**config.mk**
```make
export PLATFORM = sky130hd
export DESIGN_NAME = dac_serial_writer
export DESIGN_NICKNAME = d
export VERILOG_FILES = /design/src/rtl/dac_serial_writer.sv
export SDC_FILE = /design/constraint.sdc
export NUM_CORES = 1
export LEC_CHECK = 0
export ABC_AREA = 1
export CORE_UTILIZATION = 30
export DETAILED_ROUTE_END_ITERATION = 16
export SLEW_MARGIN = 25
export SYNTH_ARGS = -nofsm -noshare
export SYNTH_HDL_FRONTEND = slang
export SYNTH_SLANG_ARGS = --single-unit
```
**constraint.sdc**
```tcl
create_clock -name clock -period 3.15 [get_ports clock]
set_input_delay 0.315 -clock clock [delete_from_list [all_inputs] [get_ports clock]]
set_output_delay 0.315 -clock clock [all_outputs]
set_load 0.01 [all_outputs]
```
**src/rtl/dac_serial_writer.sv**
```systemverilog
// Serial DAC transmitter: shifts {00, pd, level, 0000} out on a 3-wire
// nSYNC/SCLK/DIN link (DAC081S101-style) with a one-deep request buffer.
module dac_serial_writer #(
  parameter int unsigned CLK_DIV    = 2,
  parameter int unsigned GAP_CYCLES = 4
) (
  input  logic       clock,
  input  logic       reset,
  input  logic [7:0] level,
  input  logic [1:0] pd,
  input  logic       start,
  output logic       ready,
  output logic       busy,
  output logic       done,
  output logic       nSYNC,
  output logic       SCLK,
  output logic       DIN
);

  localparam int unsigned CNT_W   = 8;
  localparam int unsigned BIT_W   = 4;
  localparam int unsigned FRAME_W = 16;
  localparam int unsigned REQ_W   = 10;

  localparam logic [CNT_W-1:0] HP_LAST  = CNT_W'(CLK_DIV - 1);
  localparam logic [CNT_W-1:0] GAP_LAST = CNT_W'(GAP_CYCLES - 1);

  typedef enum logic [1:0] {
    IDLE  = 2'd0,
    SHIFT = 2'd1,
    GAP   = 2'd2
  } state_t;

  state_t               state_q, state_d;
  logic [CNT_W-1:0]     hp_cnt_q, hp_cnt_d;
  logic [CNT_W-1:0]     gap_cnt_q, gap_cnt_d;
  logic [BIT_W-1:0]     bit_q, bit_d;
  logic [FRAME_W-1:0]   shreg_q, shreg_d;
  logic                 pend_valid_q, pend_valid_d;
  logic [REQ_W-1:0]     pend_data_q, pend_data_d;
  logic                 nsync_q, nsync_d;
  logic                 sclk_q, sclk_d;
  logic                 din_q, din_d;
  logic                 ready_q, ready_d;
  logic                 busy_q, busy_d;
  logic                 done_q, done_d;

  logic                 load;
  logic [REQ_W-1:0]     load_req;
  logic [FRAME_W-1:0]   load_frame;

  // Next-state, datapath and registered-output decode
  always_comb begin
    state_d      = state_q;
    hp_cnt_d     = hp_cnt_q;
    gap_cnt_d    = gap_cnt_q;
    bit_d        = bit_q;
    shreg_d      = shreg_q;
    pend_valid_d = pend_valid_q;
    pend_data_d  = pend_data_q;
    nsync_d      = nsync_q;
    sclk_d       = sclk_q;
    din_d        = din_q;
    load         = 1'b0;
    load_req     = '0;
    load_frame   = '0;

    case (state_q)
      IDLE: begin
        if (start) begin
          load     = 1'b1;
          load_req = {pd, level};
        end
      end

      SHIFT: begin
        if (start) begin
          pend_valid_d = 1'b1;
          pend_data_d  = {pd, level};
        end
        if (hp_cnt_q == HP_LAST) begin
          hp_cnt_d = '0;
          if (sclk_q) begin
            // end of high phase: falling edge, DAC samples DIN
            sclk_d = 1'b0;
          end else if (bit_q == '0) begin
            // end of low phase of the last bit: close the frame
            state_d   = GAP;
            nsync_d   = 1'b1;
            sclk_d    = 1'b1;
            din_d     = 1'b0;
            gap_cnt_d = '0;
          end else begin
            // rising edge: present the next bit
            sclk_d  = 1'b1;
            bit_d   = bit_q - 4'd1;
            shreg_d = {shreg_q[FRAME_W-2:0], 1'b0};
            din_d   = shreg_q[FRAME_W-2];
          end
        end else begin
          hp_cnt_d = hp_cnt_q + 8'd1;
        end
      end

      GAP: begin
        if (gap_cnt_q == GAP_LAST) begin
          if (start) begin
            load         = 1'b1;
            load_req     = {pd, level};
            pend_valid_d = 1'b0;
          end else if (pend_valid_q) begin
            load         = 1'b1;
            load_req     = pend_data_q;
            pend_valid_d = 1'b0;
          end else begin
            state_d = IDLE;
          end
        end else begin
          gap_cnt_d = gap_cnt_q + 8'd1;
          if (start) begin
            pend_valid_d = 1'b1;
            pend_data_d  = {pd, level};
          end
        end
      end

      default: begin
        state_d = IDLE;
      end
    endcase

    // Start a new frame from a direct or buffered request
    if (load) begin
      load_frame = {2'b00, load_req, 4'b0000};
      state_d    = SHIFT;
      shreg_d    = load_frame;
      din_d      = load_frame[FRAME_W-1];
      nsync_d    = 1'b0;
      sclk_d     = 1'b1;
      hp_cnt_d   = '0;
      gap_cnt_d  = '0;
      bit_d      = 4'd15;
    end

    done_d  = (state_d == GAP) && (gap_cnt_d == GAP_LAST);
    busy_d  = (state_d != IDLE);
    ready_d = (state_d == IDLE) && !pend_valid_d;
  end

  // State and output registers with synchronous reset
  always_ff @(posedge clock) begin
    if (reset) begin
      state_q      <= IDLE;
      hp_cnt_q     <= '0;
      gap_cnt_q    <= '0;
      bit_q        <= '0;
      shreg_q      <= '0;
      pend_valid_q <= 1'b0;
      pend_data_q  <= '0;
      nsync_q      <= 1'b1;
      sclk_q       <= 1'b1;
      din_q        <= 1'b0;
      ready_q      <= 1'b1;
      busy_q       <= 1'b0;
      done_q       <= 1'b0;
    end else begin
      state_q      <= state_d;
      hp_cnt_q     <= hp_cnt_d;
      gap_cnt_q    <= gap_cnt_d;
      bit_q        <= bit_d;
      shreg_q      <= shreg_d;
      pend_valid_q <= pend_valid_d;
      pend_data_q  <= pend_data_d;
      nsync_q      <= nsync_d;
      sclk_q       <= sclk_d;
      din_q        <= din_d;
      ready_q      <= ready_d;
      busy_q       <= busy_d;
      done_q       <= done_d;
    end
  end

  assign ready = ready_q;
  assign busy  = busy_q;
  assign done  = done_q;
  assign nSYNC = nsync_q;
  assign SCLK  = sclk_q;
  assign DIN   = din_q;

endmodule
```
* Word level (Yosys, flattened, before mapping)
Index checks and enable logic that the tools add are counted.
Word-level totals: register bits after elaboration 50, latch bits 0, bits in writable memories 0, memory bits (read-only) 0, bits of input ports 13, output and inout port bits 6, word-level logic and storage cells 94, memories kept 0
Operators by class: $add $sub $neg 3, multiply operators 0, divide/modulo/power cells 0, order comparisons 0, equality and inequality tests 9, shift operators 0, muxes and demuxes 48, bitwise logic cells 2, reduce and logical (&&, ||, !) cells 18
Operators with widths (count):
- $mux W14 | 5
- $mux W10 | 6
- $mux W8 | 6
- $pmux W10 S2 | 2
- $mux W4 | 5
- $add A8 B1 Y8 const B | 2
- $eq A8 B2 Y1 const B | 2
- $pmux W8 S2 | 1
- $mux W2 | 7
- $mux W1 | 13
- $reduce_and A4 Y1 | 3
- $reduce_bool A2 Y1 | 5
- $eq A8 B1 Y1 const B | 1
- $pmux W2 S3 | 1
- $eq A2 B2 Y1 const B | 2
- $logic_not A2 Y1 | 2
- $logic_not A4 Y1 | 1
- $ne A2 B2 Y1 const B | 2
- $pmux W1 S2 | 2
- $reduce_and A2 Y1 | 2
- $sub A4 B1 Y4 const B | 1
- $reduce_and A3 Y1 | 1
- $eq A2 B1 Y1 const B | 1
- $logic_and A1 B1 Y1 | 2
- 4 further kinds | 5

* Longest topological paths before layout
depth in word-level cells 8, depth in mapped cells 14, depth with buffers taken out 14

* Worst setup path before layout
OpenSTA, ideal clock, no wires.
path type reg2reg, start register state_q[0], end register done_q (netlist: done), library setup time 110 ps, arrival time 1494 ps, required time 3040 ps, path slack 1545 ps, stages on the path, launching flop included 11, buffers on the path 1, cells stage by stage dfxtp_1 -> inv_1 -> ha_1 -> clkbuf_1 -> nand3_1 -> o21bai_1 -> nand2_1 -> nor2_1 -> nor2_1 -> nand2_1 -> nor2_1
Between the ends: cells in the longest elaborated chain, start to end 7, elaborated cells on any way between the ends 17
Ends and longest elaborated chain:
- start, declared | line 34 | state_t state_q, state_d;
- start signal, assigned | line 167 | state_q <= state_d;
- $mux W2 (on tied branches) | line 111, 86
- $mux W2 (on tied branches) | line 107, 83
- $mux W2 (on tied branches) | line 106, 81
- $pmux W2 S3 | line 68 | case (state_q)
- $mux W2 | line 133 | if (load) begin
- $eq A2 B2 Y1 | line 145 | done_d = (state_d == GAP) && (gap_cnt_d == GAP_LAST);
- $logic_and A1 B1 Y1 (*) | line 145
- end signal, assigned | line 179 | done_q <= done_d;
- end, declared | line 46 | logic done_q, done_d;
Every way passes the cells marked *; elsewhere a longest branch is shown, timed or not. A chain may end at the register's enable or synchronous reset.

* Worst setup path in the final report
start input port start, end register done_q (netlist: done)
Between the ends: cells in the longest elaborated chain, start to end 6, elaborated cells on any way between the ends 12
Ends and longest elaborated chain:
- start, declared | line 11 | input logic start,
- $mux W1 / $mux W2 (equally long branches) | line 107 | if (start) begin
- $mux W1 / $mux W2 (equally long branches) | line 106 | if (gap_cnt_q == GAP_LAST) begin
- $pmux W1 S2 / $pmux W2 S3 (equally long branches) | line 68
- $mux W8 / $mux W2 (equally long branches) | line 133
- $eq A8 B2 Y1 / $eq A2 B2 Y1 (equally long branches) | line 145
- $logic_and A1 B1 Y1 (*) | line 145
Marked as above.

==> metrics.md <==
| Metric | Value |
|---|---|
| Worst hold-check path type | reg2reg |
| Syn Nets | 383 |
| Drt pass-1 iters | 4 |
| TritonCTS Buffers | 5 |
| Setup crit end kind | flip-flop |
| Skew-Pair Late Insertion Delay | 0.30 ns |
| CTS tree | done |
| Pin count of the biggest net entering global routing | 27 |
| Non-filler cells, final | 483 |
| Fin crit period | 2.002 ns |
| Top post-synthesis cells by count | 71 x nand2_1, 60 x nor2_1, 50 x dfxtp_1, 35 x a21oi_1, 33 x inv_1 |
| Wirelength per Cell | 11.27 um |
| Share of layout cells above drive strength 1 | 0.09788 |
| DIE HEIGHT | 94.08 um |
| PD cells | 414.1 nW/um^2 |
| CP Capture Point | done$_SDFF_PP0_ |
| I/O Pins | 19 |
| Top cell type's share of synthesized area | 0.3935 |
| Final hold vios | 0 |
| Leak | 1.130 nW |
| Vias per cell | 4.725 |
| Number of clock sinks | 50 |
| Mapped Cells | 362 |
| HPWL after DPL | 4.032 mm |
| Syn. warnings | 0 |
| Initial antenna violation count | 0 |
| Hold buffers post-CTS | 0 |
| Cts repair resizes | 0 |
| Post-CTS setup buffers | 0 |
| Maxcap violations | 0 |
| GP Congestion | 0.7831 |
| Critical Path AT | 2.24 ns |
| CP Launch Type | input port |
| Crit share post-route | 0.6356 |
| Die width | 94.08 um |
| Largest area contributor in the netlist | dfxtp_1 |
| Post-synthesis register bit count | 50 |
| FFs w/ async S/R, synth | 0 |
| CTS Root Buffer Type | clkbuf_8 |
| Reg2reg start | state_q[0]$_SDFF_PP0_ |
| Worst rel slew slack | 0.6802 |
| Least-Margin Pin Slew | 0.4797 ns |
| Placed Cells incl. Taps | 477 |
| Netlist cell types | 34 |
| Port bufs | 18 |
| Total Wirelength | 5.442 mm |
| Overall routing resource usage | 0.1385 |
| Maximum VDD drop | 163.0 uV |
| R2R Path End | done$_SDFF_PP0_ |
| Critical Path RT | 3.39 ns |
| Final setup fails | 0 |
| Final setup TNS | 0 ns |
| Total number of vias | 2282 |
| R2R depth | 11 |
| Iteration-0 DRC Markers | 102 |
| Drt drc | 0 |
| Top-count cell post-synth | nand2_1 |
| Initial Utilization | 0.3096 |
| Fmax | 0.4995 GHz |
| Die ar. | 8851 um^2 |
| Crit Path Max Fanout | 26 |
| Reg-to-reg setup timing slack | 1.21 ns |
| Avg Cell Area, Syn | 7.027 um^2 |
| Register area share after synthesis | 0.3935 |
| Fin nets | 400 |
| Status | finished, final reports clean |
| Fin. max-slew vios | 0 |
| Ant. Diodes | 0 |
| Routed Antenna Nets | 0 |
| P&R area growth vs syn | 14.17% |
| Reg clk slew, reported paths | 0.08 ns |
| First-pass GRT wire length | 9.735 mm |
| CP startpoint | start |
| Vias in the first global route | 2186 |
| Ys flop type | dfxtp_1 |
| Number of synthesized flops with an enable pin | 0 |
| Core ar. | 8217 um^2 |
| Tot Pwr | 0.001203 W |
| Setup CP Type | in2reg |
| Overflow after GRT | 0 |
| Max clock buf depth | 2 |
| Skew final | 0.004663 ns |
| Hold path depth | 2 |
| Mapped Area | 2544 um^2 |
| RSZ-0062 raised after global routing | no |
| Synth area leaders | dfxtp_1 39%, nand2_1 10%, nor2_1 8.9% |
| CTS H-tree depth | 2 |
| Rows | 33 |
==> cell families (layout without fill, tap and decap cells) <==
group           count (synthesis)  in the layout  share of synthesized area
simple gates                  181            181                     0.3197
buf+inv                        49             65                    0.07920
compound gates                 71             71                     0.1574
xor+xnor                        2              2                   0.006888
flops                          50             50                     0.3935
fa+ha+maj                       8              8                    0.03935
mux                             1              1                   0.003935
==> placed cells by master (no fill, tap or decap), types with 2 or more instances in the layout <==
cell type | netlist | final
clkinv_1 | 2 | 2
dfxtp_1 | 50 | 50
nand2_2 | 5 | 5
a21oi_2 | 8 | 8
nor3b_1 | 4 | 4
clkbuf_8 | 0 | 6
nand4_1 | 4 | 4
o21bai_1 | 2 | 2
inv_2 | 2 | 2
clkdlybuf4s50_1 | 0 | 18
nand3_1 | 23 | 23
a21oi_1 | 35 | 35
nand2_4 | 2 | 2
nor2_1 | 60 | 60
a31oi_1 | 4 | 4
nor2_4 | 3 | 3
or2_2 | 2 | 2
nor3_1 | 2 | 2
nor2_2 | 3 | 3
ha_1 | 8 | 8
inv_1 | 33 | 33
buf_4 | 1 | 3
o21ai_0 | 20 | 20
nand2_1 | 71 | 71
==> flip-flops by register name (all words and copies together), names as in the netlist, 2 cells and up <==
name,count
shreg_q,11
hp_cnt_q,8
state_q,2
bit_q,4
pend_data_q,10
gap_cnt_q,8
==> through the flow <==
stage            util  worst slack, ns  hold WS (ns)  area [um^2]
6_report       0.3534            1.148        0.4743         2904
5_1_grt        0.3534           0.9096        0.4919         2904
4_1_cts        0.3534            1.148        0.4803         2904
3_5_place_dp   0.3434           0.8303        0.4668         2821
3_3_place_gp   0.3434           0.9218        0.4597         2821
2_1_floorplan       -            1.545        0.4049         2544
==> where the power goes <==
part / switching, W / internal, W
clock: 0.000195 / 0.000170
combinational: 0.000101 / 0.0000633
sequential: 0.0000143 / 0.000659
total: 0.000311 / 0.000892
==> cell type report <==
class	instances	area [um^2]
Fill cell	875	5313
Multi-Input combinational cell	263	1341
Sequential cell	50	1001
Timing Repair Buffer	21	202.7
Inverter	38	145.1
Tap cell	105	131.4
Clock buffer	6	82.58
==> routing by layer <==
metal / wire length (um) / track usage
met5: 0 / 0
met1: 2816 / 0.1836
met3: 141 / 0.03155
met2: 2438 / 0.2226
met4: 45 / 0.04103
==> worst min path at each step <==
| stage | start | endpoint | slack (ns) |
|---|---|---|---|
| floorplan | reset | pend_valid_q$_SDFF_PP0_ | 0.40 |
| detailed placement | nSYNC$_SDFFE_PP1P_ | nSYNC$_SDFFE_PP1P_ | 0.47 |
| CTS | shreg_q[13]$_SDFFE_PP0P_ | shreg_q[14]$_SDFFE_PP0P_ | 0.48 |
| global route | shreg_q[13]$_SDFFE_PP0P_ | shreg_q[14]$_SDFFE_PP0P_ | 0.49 |
| finish | shreg_q[13]$_SDFFE_PP0P_ | shreg_q[14]$_SDFFE_PP0P_ | 0.47 |
| global placement | shreg_q[14]$_SDFFE_PP0P_ | shreg_q[14]$_SDFFE_PP0P_ | 0.46 |
==> worst max-delay path: stages <==
cell and delay [ns]:
clkdlybuf4s50_1 0.40, buf_4 0.19, nor2_1 0.17, inv_1 0.07, nand3_2 0.09, nand2_4 0.08, inv_4 0.23, nand2_2 0.25
nor2_2 0.19, nand2_1 0.07, inv_1 0.05, nand2_1 0.04, nor2_1 0.07
(Power assumes the default switching activity.)
